$ cat config.mk
export PLATFORM = sky130hd
export DESIGN_NAME = bus_arbiter4
export DESIGN_NICKNAME = d
export VERILOG_FILES = /design/src/rtl/bus_arbiter4_pkg.sv /design/src/rtl/bus_arbiter4_mux4.sv /design/src/rtl/bus_arbiter4.sv
export SDC_FILE = /design/constraint.sdc
export NUM_CORES = 1
export LEC_CHECK = 0
export CELL_PAD_IN_SITES_DETAIL_PLACEMENT = 2
export CELL_PAD_IN_SITES_GLOBAL_PLACEMENT = 2
export CORE_ASPECT_RATIO = 1.4
export CORE_MARGIN = 2
export CORE_UTILIZATION = 15
export CTS_CLUSTER_SIZE = 24
export DETAILED_ROUTE_END_ITERATION = 6
export PLACE_DENSITY = 0.86
export SLEW_MARGIN = 10
export SYNTH_ARGS = -nofsm -noshare
export SYNTH_HDL_FRONTEND = slang
export SYNTH_SLANG_ARGS = --single-unit
$ cat constraint.sdc
create_clock -name clk -period 5.1 [get_ports clk]
set_clock_uncertainty 0.15 [all_clocks]
set_input_delay 1.02 -clock clk [delete_from_list [all_inputs] [get_ports clk]]
set_output_delay 1.02 -clock clk [all_outputs]
set_load 0.005 [all_outputs]
$ cat src/rtl/bus_arbiter4_pkg.sv
// Shared definitions for the 4-requester bus arbiter.
//   NUM_REQ  : number of requesters
//   SEL_W    : width of the encoded requester index
//   CNT_W    : width of the BUSY timeout counter
//   state_e  : arbiter FSM encoding
//   rr_pick  : round-robin winner search starting at a priority pointer
package bus_arbiter4_pkg;

    localparam int NUM_REQ = 4;
    localparam int SEL_W   = 2;
    localparam int CNT_W   = 8;

    typedef enum logic {
        IDLE = 1'b0,
        BUSY = 1'b1
    } state_e;

    // First set bit of req searching upward from ptr, wrapping mod NUM_REQ.
    // Walk the offsets from highest to lowest so the smallest offset wins last.
    function automatic logic [SEL_W-1:0] rr_pick(input logic [NUM_REQ-1:0] req,
                                                 input logic [SEL_W-1:0]   ptr);
        logic [SEL_W-1:0] idx;
        logic [SEL_W-1:0] win;
        win = '0;
        for (int i = NUM_REQ - 1; i >= 0; i--) begin
            idx = ptr + SEL_W'(i);
            if (req[idx]) win = idx;
        end
        return win;
    endfunction

endpackage

$ cat src/rtl/bus_arbiter4_mux4.sv
// 4:1 payload / write-flag selector for the shared bus port.
//   sel_i        : encoded requester index
//   d0_i..d3_i   : per-requester payloads (W bits)
//   we_i         : per-requester write flags
//   d_o, we_o    : selected payload and write flag
module mux4
    import bus_arbiter4_pkg::*;
#(
    parameter int W = 32
) (
    input  logic [SEL_W-1:0]   sel_i,
    input  logic [W-1:0]       d0_i,
    input  logic [W-1:0]       d1_i,
    input  logic [W-1:0]       d2_i,
    input  logic [W-1:0]       d3_i,
    input  logic [NUM_REQ-1:0] we_i,
    output logic [W-1:0]       d_o,
    output logic               we_o
);

    always_comb begin
        d_o  = d0_i;
        we_o = we_i[sel_i];
        case (sel_i)
            2'd0:    d_o = d0_i;
            2'd1:    d_o = d1_i;
            2'd2:    d_o = d2_i;
            default: d_o = d3_i;
        endcase
    end

endmodule

$ cat src/rtl/bus_arbiter4.sv
// Round-robin arbiter granting one of four requesters a shared memory port.
//   clk, rst_n        : clock, async active-low reset
//   req_i, we_i       : per-requester request and write flag
//   data0_i..data3_i  : per-requester payloads
//   mem_ready_i       : downstream completes the current transaction
//   mem_req_o, mem_we_o, mem_data_o : shared port
//   sel_o, gnt_o      : encoded / one-hot grant
//   ack_o, err_o      : completion pulse / timeout-abort pulse
module bus_arbiter4
    import bus_arbiter4_pkg::*;
#(
    parameter int DATA_W  = 32,
    parameter int TIMEOUT = 255
) (
    input  logic               clk,
    input  logic               rst_n,
    input  logic [NUM_REQ-1:0] req_i,
    input  logic [NUM_REQ-1:0] we_i,
    input  logic [DATA_W-1:0]  data0_i,
    input  logic [DATA_W-1:0]  data1_i,
    input  logic [DATA_W-1:0]  data2_i,
    input  logic [DATA_W-1:0]  data3_i,
    input  logic               mem_ready_i,
    output logic               mem_req_o,
    output logic               mem_we_o,
    output logic [DATA_W-1:0]  mem_data_o,
    output logic [SEL_W-1:0]   sel_o,
    output logic [NUM_REQ-1:0] gnt_o,
    output logic [NUM_REQ-1:0] ack_o,
    output logic               err_o
);

    localparam logic [CNT_W-1:0] TO = CNT_W'(TIMEOUT);

    state_e           state_q, state_d;
    logic [SEL_W-1:0] win_q,   win_d;
    logic [SEL_W-1:0] ptr_q,   ptr_d;
    logic [CNT_W-1:0] cnt_q,   cnt_d;
    logic [CNT_W-1:0] cnt_inc;

    logic               mux_we;
    logic [NUM_REQ-1:0] gnt, ack;
    logic [SEL_W-1:0]   sel;
    logic               err, mreq;

    always_ff @(posedge clk or negedge rst_n) begin
        if (!rst_n) begin
            state_q <= IDLE;
            win_q   <= '0;
            ptr_q   <= '0;
            cnt_q   <= '0;
        end else begin
            state_q <= state_d;
            win_q   <= win_d;
            ptr_q   <= ptr_d;
            cnt_q   <= cnt_d;
        end
    end

    assign cnt_inc = cnt_q + CNT_W'(1);

    always_comb begin
        state_d = state_q;
        win_d   = win_q;
        ptr_d   = ptr_q;
        cnt_d   = cnt_q;
        gnt     = '0;
        ack     = '0;
        err     = 1'b0;
        mreq    = 1'b0;
        sel     = '0;
        case (state_q)
            IDLE: begin
                if (|req_i) begin
                    win_d   = rr_pick(req_i, ptr_q);
                    cnt_d   = '0;
                    state_d = BUSY;
                end
            end
            BUSY: begin
                mreq = 1'b1;
                gnt  = NUM_REQ'(1) << win_q;
                sel  = win_q;
                // Ready wins over a timeout reached in the same cycle.
                if (mem_ready_i) begin
                    ack     = gnt;
                    state_d = IDLE;
                    ptr_d   = win_q + SEL_W'(1);
                end else begin
                    cnt_d = cnt_inc;
                    if (cnt_inc == TO) begin
                        err     = 1'b1;
                        state_d = IDLE;
                        ptr_d   = win_q + SEL_W'(1);
                    end
                end
            end
            default: state_d = IDLE;
        endcase
    end

    // sel is 0 in IDLE, so the mux presents data0_i there.
    mux4 #(.W(DATA_W)) u_mux (
        .sel_i (sel_o),
        .d0_i  (data0_i),
        .d1_i  (data1_i),
        .d2_i  (data2_i),
        .d3_i  (data3_i),
        .we_i  (we_i),
        .d_o   (mem_data_o),
        .we_o  (mux_we)
    );

    assign mem_req_o = mreq;
    assign mem_we_o  = mreq & mux_we;
    assign sel_o     = sel;
    assign gnt_o     = gnt;
    assign ack_o     = ack;
    assign err_o     = err;

endmodule

==> flow_results.org, run 1 <==
** Outcome
- The flow ran to the end, and the final reports show no timing, DRC or antenna violations.

** Min path
- The path class of the tightest hold or removal check is reg2reg.
- Count of cells along the worst hold path :: 1

** Finish
- The finished cells cover 3980 µm².
- Ratio of cells with drive above 1 in the final layout :: 3.96%
- The area growth from synthesis to layout is 108%.
- Layout fillers :: roughly 1500
- Most frequent standard cell in the layout excluding fill and tap cells :: sky130_fd_sc_hd__clkdlybuf4s50_1
- In the final design database the tool counted 600 nets.
- Total inserted antenna cells :: 0
- Leading cell types in the layout, fill and taps excluded :: sky130_fd_sc_hd__clkdlybuf4s50_1, sky130_fd_sc_hd__o21ai_0, sky130_fd_sc_hd__nand2_1

** Job
- The tool flagged a number of max-cap violations equal to 0.

** Timing
- Final hold violation count :: 0
- At the pin with the least slew margin, the transition time is 0.692 ns.
- Final number of max-transition violations :: 0
- Static timing analysis puts the maximum clock frequency at 254 MHz.
- Final worst-path cycle share :: 77.3%
- Final Worst Setup Slack :: 1.16 ns
- Worst Hold Margin :: 0.451 ns
- RSZ-0062 raised after global routing :: no
- Setup tns final :: 0 ns
- Setup violations remaining at the end of the flow were counted as 0.
- The worst path in the final design needs a cycle of slightly below 4 ns, including I/O delays and setup.
- Headroom to the max-slew limit came out at 53.6%.

** Global routing
- Pin count of the biggest net entering global routing :: 36
- First-pass GRT wire length :: 16.7 mm
- Via count of the first global-routing pass :: 3288
- In the global route stage, overall resource usage came out at 15.7%.
- Number of antenna violations at the first check in global routing :: 0
- Congestion Overflow GR :: 0

** Logic synthesis
- The synthesized netlist contains 39 unique library cells.
- Total standard cell area after synthesis :: between 1500 and 2000 µm²
- During synthesis, Yosys emitted a total of 0 warnings.
- The top cell type by area accounts for between 10% and 20% of the synthesized area.
- Async set-reset flop share out of synthesis :: 100%
- Top cell type by total area after synthesis :: sky130_fd_sc_hd__mux2i_1
- Cells taking the most area after synthesis :: sky130_fd_sc_hd__mux2i_1, sky130_fd_sc_hd__dfrtp_1, sky130_fd_sc_hd__o21ai_0
- After synthesis, the mean cell area works out to 6.80 µm².
- Post-synthesis sequential area ratio :: 17.0%
- Synthesis inferred 13 register bits.
- Yosys mapped a number of flops with a built-in enable equal to 0.
- Predominant post-synthesis flop cell :: sky130_fd_sc_hd__dfrtp_1
- The cell count after synthesis came out at 282.
- Synthesized netlist net count :: 427

** Die
- The floorplan step defined a die boundary enclosing 13700 µm².
- DIE HEIGHT :: 138 µm
- Die span in x :: 99.5 µm
- Top Ports :: 184
- After floorplanning, the core was divided into 48 placement rows.
- Core Region :: 12400 µm²
- For this configuration, the core starts out at a cell density of between 15 and 20%.

** Worst setup path
- Worst Path Class, Setup :: reg2out
- The worst setup path is launched from a register.
- On the critical path, the stage with the largest delay is an instance of sky130_fd_sc_hd__clkinv_1.
- In this run the worst path has a maximum fanout of 22.
- Max incr delay on CP :: 0.62 ns
- Kind of end point of the critical path :: primary output
- Together, buffers and inverters on the worst path number 3.
- Setup slack on the worst reg-to-reg path comes out at 2.83 ns.
- Data required, critical path :: slightly below 4 ns
- STA puts the critical path data arrival time at ~2.8 ns.
- Kind of cell adding the most delay to the critical path :: buffers and inverters
- R2r worst-path depth :: 6
- The signal on the critical path passes through clkinv_1, buf_4, nor2_1, a21oi_1, o21ai_0, clkdlybuf4s50_1.
- The critical path runs through a total of 6 cells.

** Routing
- Count of unresolved DRC violations after routing :: 0
- In the final routed layout, each cell accounts on average for about 18 µm.
- First DRT Iteration DRCs :: 61
- Via count :: 2813
- Routed Antenna Nets :: 0
- After detailed routing, the total wire length is 10.9 mm.
- Drt pass-1 iters :: 3
- Per-cell via count in the routed design :: ~4.7

** Clocking
- Number of clock sinks :: 13
- CTS Root Buffer Type :: sky130_fd_sc_hd__clkbuf_16
- Clock tree synthesis inserted a total of 3 buffers.
- Buffers inserted by post-CTS timing repair :: 0
- Deepest level of the CTS H-tree :: 1
- CTS clock-pin slew for the worst setup and hold paths :: 0.05 ns
- Buffers inserted to repair hold after CTS numbered 0.
- No sink is reached through more buffers than the 2 on the longest clock path.
- At the later pin of the worst-skew pair, clock insertion delay measures 0.25 ns.
- Gates resized during post-CTS repair numbered 0.
- TritonCTS built the clock tree.

** Placed design
- Buffers placed on the I/O ports in this run total 183.
- Instance area after placement :: roughly 3900 µm²
- Pre-CTS setup slack :: 1.19 ns
- Detailed placement finished with a half-perimeter wire length of 8.86 mm.
- Routability Congestion :: 0.752

** Power
- Max VDD drop :: 131 µV
- Total power for the finished layout comes to 1.61 mW.
- Power per cell area :: 405 nW/µm²
- Leakage power :: 1.58 nW
report_power, final:
part / total, mW / internal [mW] / switching [mW]
sequential: 0.223 / 0.131 / 0.0923
clock: 0.150 / 0.106 / 0.0448
combinational: 1.24 / 0.655 / 0.584
final cells by class:
cell class / count / area, µm² / area share, %
inverters: 5 / 18.8 / 0.472
repair buffers: 188 / 1870 / 47.0
clock buffers: 4 / 78.8 / 1.98
flip-flops and latches: 13 / 327 / 8.21
well taps: 150 / 188 / 4.72
multi-input cells: 244 / 1500 / 37.6
through the flow:
step	instances	utilization, %
after CTS	604	32.0
after floorplan	282	-
after detailed placement	600	31.4
after global routing	604	32.0
after global placement	600	31.4
final	604	32.0
worst paths after layout:
kind,from,endpoint
max,win_q[1],mem_data_o[12]
min,cnt_q[5],cnt_q[5]
max reg2reg,state_q,cnt_q[4]
min reg2reg,cnt_q[5],cnt_q[5]
max in group asynchronous,rst_n,win_q[0]
min in group asynchronous,rst_n,state_q
worst register-to-register path: cells and delay by family (launching register included):
| family | cells | cell delay [ns] |
|---|---|---|
| AND/OR/NAND/NOR | 1 | 0.29 |
| flip-flops | 1 | 0.53 |
| AO/OA/AOI/OAI | 3 | 0.70 |
| buffers and inverters | 2 | 0.48 |
layer usage:
metal,vias to the layer above,routed length [µm],global-route usage (%)
met1,1346,3620,14.4
met3,17,701,3.45
met4,0,278,5.02
li1,1335,-,-
met2,115,6290,33.2
met5,-,0,0
synth_stat cells, types with 2 or more instances:
cell type / instances
sky130_fd_sc_hd__nor2b_1: 2
sky130_fd_sc_hd__inv_1: 4
sky130_fd_sc_hd__clkbuf_1: 14
sky130_fd_sc_hd__ha_1: 6
sky130_fd_sc_hd__o31ai_1: 2
sky130_fd_sc_hd__a21oi_1: 35
sky130_fd_sc_hd__nor2_1: 39
sky130_fd_sc_hd__xor2_1: 3
sky130_fd_sc_hd__nand2_1: 40
sky130_fd_sc_hd__mux2i_1: 34
sky130_fd_sc_hd__and2_1: 6
sky130_fd_sc_hd__nand3_1: 4
sky130_fd_sc_hd__nand4_1: 3
sky130_fd_sc_hd__dfrtp_1: 13
sky130_fd_sc_hd__buf_2: 6
sky130_fd_sc_hd__and3_1: 5
sky130_fd_sc_hd__nand2b_1: 3
sky130_fd_sc_hd__o21ai_0: 42
kinds of logic (layout without fill, tap and decap cells):
group / count (synthesis) / in the layout / synth area share [%]
mux: 36 / 36 / 19.7
fa+ha+maj: 6 / 6 / 3.92
simple gates: 107 / 107 / 24.9
xor+xnor: 4 / 4 / 1.83
buf+inv: 25 / 197 / 5.29
compound gates: 91 / 91 / 27.4
flops: 13 / 13 / 17.0
sequential cells by signal, indices dropped and copies added, names as in the netlist:
register / count
ptr_q: 2
state_q: 1
win_q: 2
cnt_q: 8
Note: power is estimated with default switching activity, not from simulation.
==> inputs of run 2 (changes only) <==
--- a/config.mk
+++ b/config.mk
@@ -9,10 +9,10 @@
 export CELL_PAD_IN_SITES_GLOBAL_PLACEMENT = 2
 export CORE_ASPECT_RATIO = 1.4
 export CORE_MARGIN = 2
-export CORE_UTILIZATION = 15
+export CORE_UTILIZATION = 14
 export CTS_CLUSTER_SIZE = 24
 export DETAILED_ROUTE_END_ITERATION = 6
-export PLACE_DENSITY = 0.86
+export PLACE_DENSITY = 0.81
 export SLEW_MARGIN = 10
 export SYNTH_ARGS = -nofsm -noshare
 export SYNTH_HDL_FRONTEND = slang
==> constraint.sdc (replaced) <==
create_clock -name clk -period 3.7 [get_ports clk]
set_clock_uncertainty 0.15 [all_clocks]
set_input_delay 0.74 -clock clk [delete_from_list [all_inputs] [get_ports clk]]
set_output_delay 0.74 -clock clk [all_outputs]
set_load 0.005 [all_outputs]
==> run 2 against run 1 <==
  * Sequential cell count unchanged
  * Routed wire length fell by 0.10%
  * Register-to-register slack got worse by 1.4 ns
  * Largest cell class unchanged
  * Cell count increased by 6.0%
==> flow_results.org, run 2 (synthesis results as in run 1) <==
** Power
- In this run, the combinational gates consume 78.5% of the power.
- Sw Share :: 44.9%
- The analysis attributes to net switching a power of 1.01 mW.
- Pint :: about 1.2 mW
- In this run, the clock network consumes 9.1% of the power.
- In this run the power density over the cells is 559 nW/µm².
- Relative contribution of sequential cells to total power :: roughly an eighth
- Leakage power :: 1.59 nW
- VDD sags by at most 201 µV.

** Global routing
- The first global-routing pass estimated ~16 mm of wire.
- Number of antenna violations at the first check in global routing :: 1
- In this run the most used layer during global routing was met2.
- Via count of the first global-routing pass :: between 3000 and 4000
- Global routing usage on met2 :: approximately 29%
- For this run the aggregate overflow at the end of global routing stands at 0.
- Global routing used about 15% of the available met1 tracks.
- All-Layer GR Usage :: 14.5%
- Pin count of the biggest net entering global routing :: 36
- Global routing consumed, on the met3 layer, 3.78% of the routing resources.

** Finish
- Cells fill ~30% of the core in the end.
- Relative to the synthesized area, the layout overhead comes to 111%.
- The register with the most flip-flops in the layout has 8 of them.
- The largest registers in the layout are cnt_q: 8 flops, ptr_q: 2 flops, win_q: 2 flops.
- Storage element area :: 327 µm²
- Area of the multi-input gates :: roughly 1500 µm²
- Leading cell types in the layout, fill and taps excluded :: sky130_fd_sc_hd__clkdlybuf4s50_1, sky130_fd_sc_hd__o21ai_0, sky130_fd_sc_hd__nand2_1
- Cells with a size suffix above 1 make up around 4.6% of the layout.
- Largest Register :: cnt_q
- The net count of the finished layout is approximately 600.
- After routing the design area is 4040 µm².
- After filler insertion, the fill cell instance count of the layout stands at 1591.
- Leaving out fill and tap cells, the most frequent cell in the layout is sky130_fd_sc_hd__clkdlybuf4s50_1.

** Worst setup path
- On the critical path, the stage with the largest delay is an instance of sky130_fd_sc_hd__clkdlybuf4s50_1.
- Startpoint Class :: register
- Worst reg2reg setup slack :: 1.41 ns
- The worst register-to-register path begins at state_q.
- Capturing point of the worst reg2reg path :: cnt_q[4]
- Data arrival time of the worst path :: 2.47 ns
- R2r worst-path depth :: 6
- Data required, critical path :: 2.81 ns
- Critical path cell sequence :: ha_1, nand4b_1, o21ai_0, nand2_1, nor3_1, clkdlybuf4s50_1
- STA classifies the critical path endpoint as a primary output.
- For this run, the slowest stage of the critical path takes 0.53 ns.
- Counting both buffers and inverters, the worst setup path holds a total of 1.
- The worst setup path is of the reg2out kind.
- Kind of cell adding the most delay to the critical path :: buffers and inverters
- Along the worst path, the maximum fanout reaches 7.

** Clocking
- Buffers inserted by post-CTS timing repair :: 0
- The number of hold buffers added after CTS was 0.
- CTS clock-pin slew for the worst setup and hold paths :: around 0.05 ns
- Post-CTS repair changed the size of 0 cells.
- Number of clock sinks :: 13
- CTS Buffer Depth :: 2
- TritonCTS clock tree :: done
- Deepest level of the CTS H-tree :: 1
- Number of clock buffers inserted by TritonCTS :: 3
- CTS Root Buffer Type :: sky130_fd_sc_hd__clkbuf_16
- The clock reaches the later pin of the worst-skew pair after 0.24 ns.

** Die
- During I/O placement, the number of pins put on the boundary was 184.
- The die covers 14700 µm².
- DIE HEIGHT :: 142 µm
- Core Region :: 13400 µm²
- Std cell rows :: 50
- Once the floorplan was initialized, standard cells occupied roughly 14% of the core.
- The die is between 100 and 150 µm wide.

** Min path
- Counting instances, the worst hold path has a depth of 1.
- Worst-case hold path end point :: cnt_q[5]
- Hold Crit Class :: reg2reg
- The worst hold path begins at cnt_q[5].

** Placed design
- Instance area after placement :: slightly below 4000 µm²
- Buffers added on ports :: around 180
- Summed over all nets, the half-perimeter wirelength after detailed placement is between 8 and 9 mm.
- At the end of routability-driven placement, the weighted congestion stood at 0.822.

** Routing
- Via count :: 2836
- Dividing the detail-routed via count by the number of cells gives 4.43.
- Count of unresolved DRC violations after routing :: 0
- After detailed routing, the average wire length per cell comes to 17.0 µm.
- First DRT Iteration DRCs :: 43
- WL final :: 10.9 mm
- Once detail routing completed, the nets flagged for antenna violations numbered 0.
- Drt pass-1 iters :: 4

** Timing
- Minimum clock period after layout :: 3.36 ns
- Setup tns final :: 0 ns
- The total count of max-transition violations in the final report came to 0.
- Setup repair after global routing left no endpoint under its margin.
- At the pin with the least slew margin, the transition time is 0.640 ns.
- Headroom to the max-slew limit came out at a little under three fifths.
- F_max :: 297 MHz
- Final hold violation count :: 0
- Setup violations remaining at the end of the flow were counted as 0.
- Final worst-path cycle share :: 90.9%

** Job
- Max cap viols :: 0

** Outcome
- Status :: finished, final reports clean
==> run 2: cell types whose count changed in the layout (fill, tap and decap cells not counted), sizes merged <==
cell / previous run / this run
diode: 0 / 1
buf: 5 / 8
==> run 2: final cells by class <==
class | instances | share of cell area [%]
repair buffers | 191 | 46.8
inverters | 5 | 0.464
clock buffers | 4 | 1.95
flip-flops and latches | 13 | 8.08
diodes | 1 | 0.0619
multi-input cells | 244 | 37.0
well taps | 182 | 5.63
==> run 2: metrics by stage <==
step,setup slack (ns),std cells,hold WS [ns],total power [mW]
final,0.336,640,0.451,2.26
after global routing,0.183,639,0.484,2.47
after CTS,0.302,639,0.452,2.32
after detailed placement,0.456,635,0.434,2.10
after global placement,0.457,635,0.400,2.05
after floorplan,1.40,282,0.294,1.10
==> run 2: worst max-delay path by stage <==
stage              from        to  slack (ns)  cells after the start
6_report       cnt_q[0]     err_o        0.34                      6
5_1_grt        cnt_q[0]     err_o        0.18                      6
4_1_cts        cnt_q[0]     err_o        0.30                      6
3_5_place_dp    we_i[3]  mem_we_o        0.46                      4
3_3_place_gp    we_i[3]  mem_we_o        0.46                      4
2_1_floorplan  cnt_q[0]     err_o        1.40                      5
==> run 2: layer usage <==
metal,vias to the layer above,wire length (µm)
met5,-,0
met4,0,125
met3,10,707
met2,120,6110
met1,1361,3940
li1,1345,-
==> run 2: power by group through the flow <==
| stage | combinational [mW] | sequential, mW | clock [mW] |
|---|---|---|---|
| after detailed placement | 1.81 | 0.283 | 0 |
| after floorplan | 0.873 | 0.224 | 0 |
| after CTS | 1.83 | 0.282 | 0.209 |
| after global placement | 1.77 | 0.277 | 0 |
| after global routing | 1.96 | 0.290 | 0.219 |
| final | 1.77 | 0.280 | 0.206 |
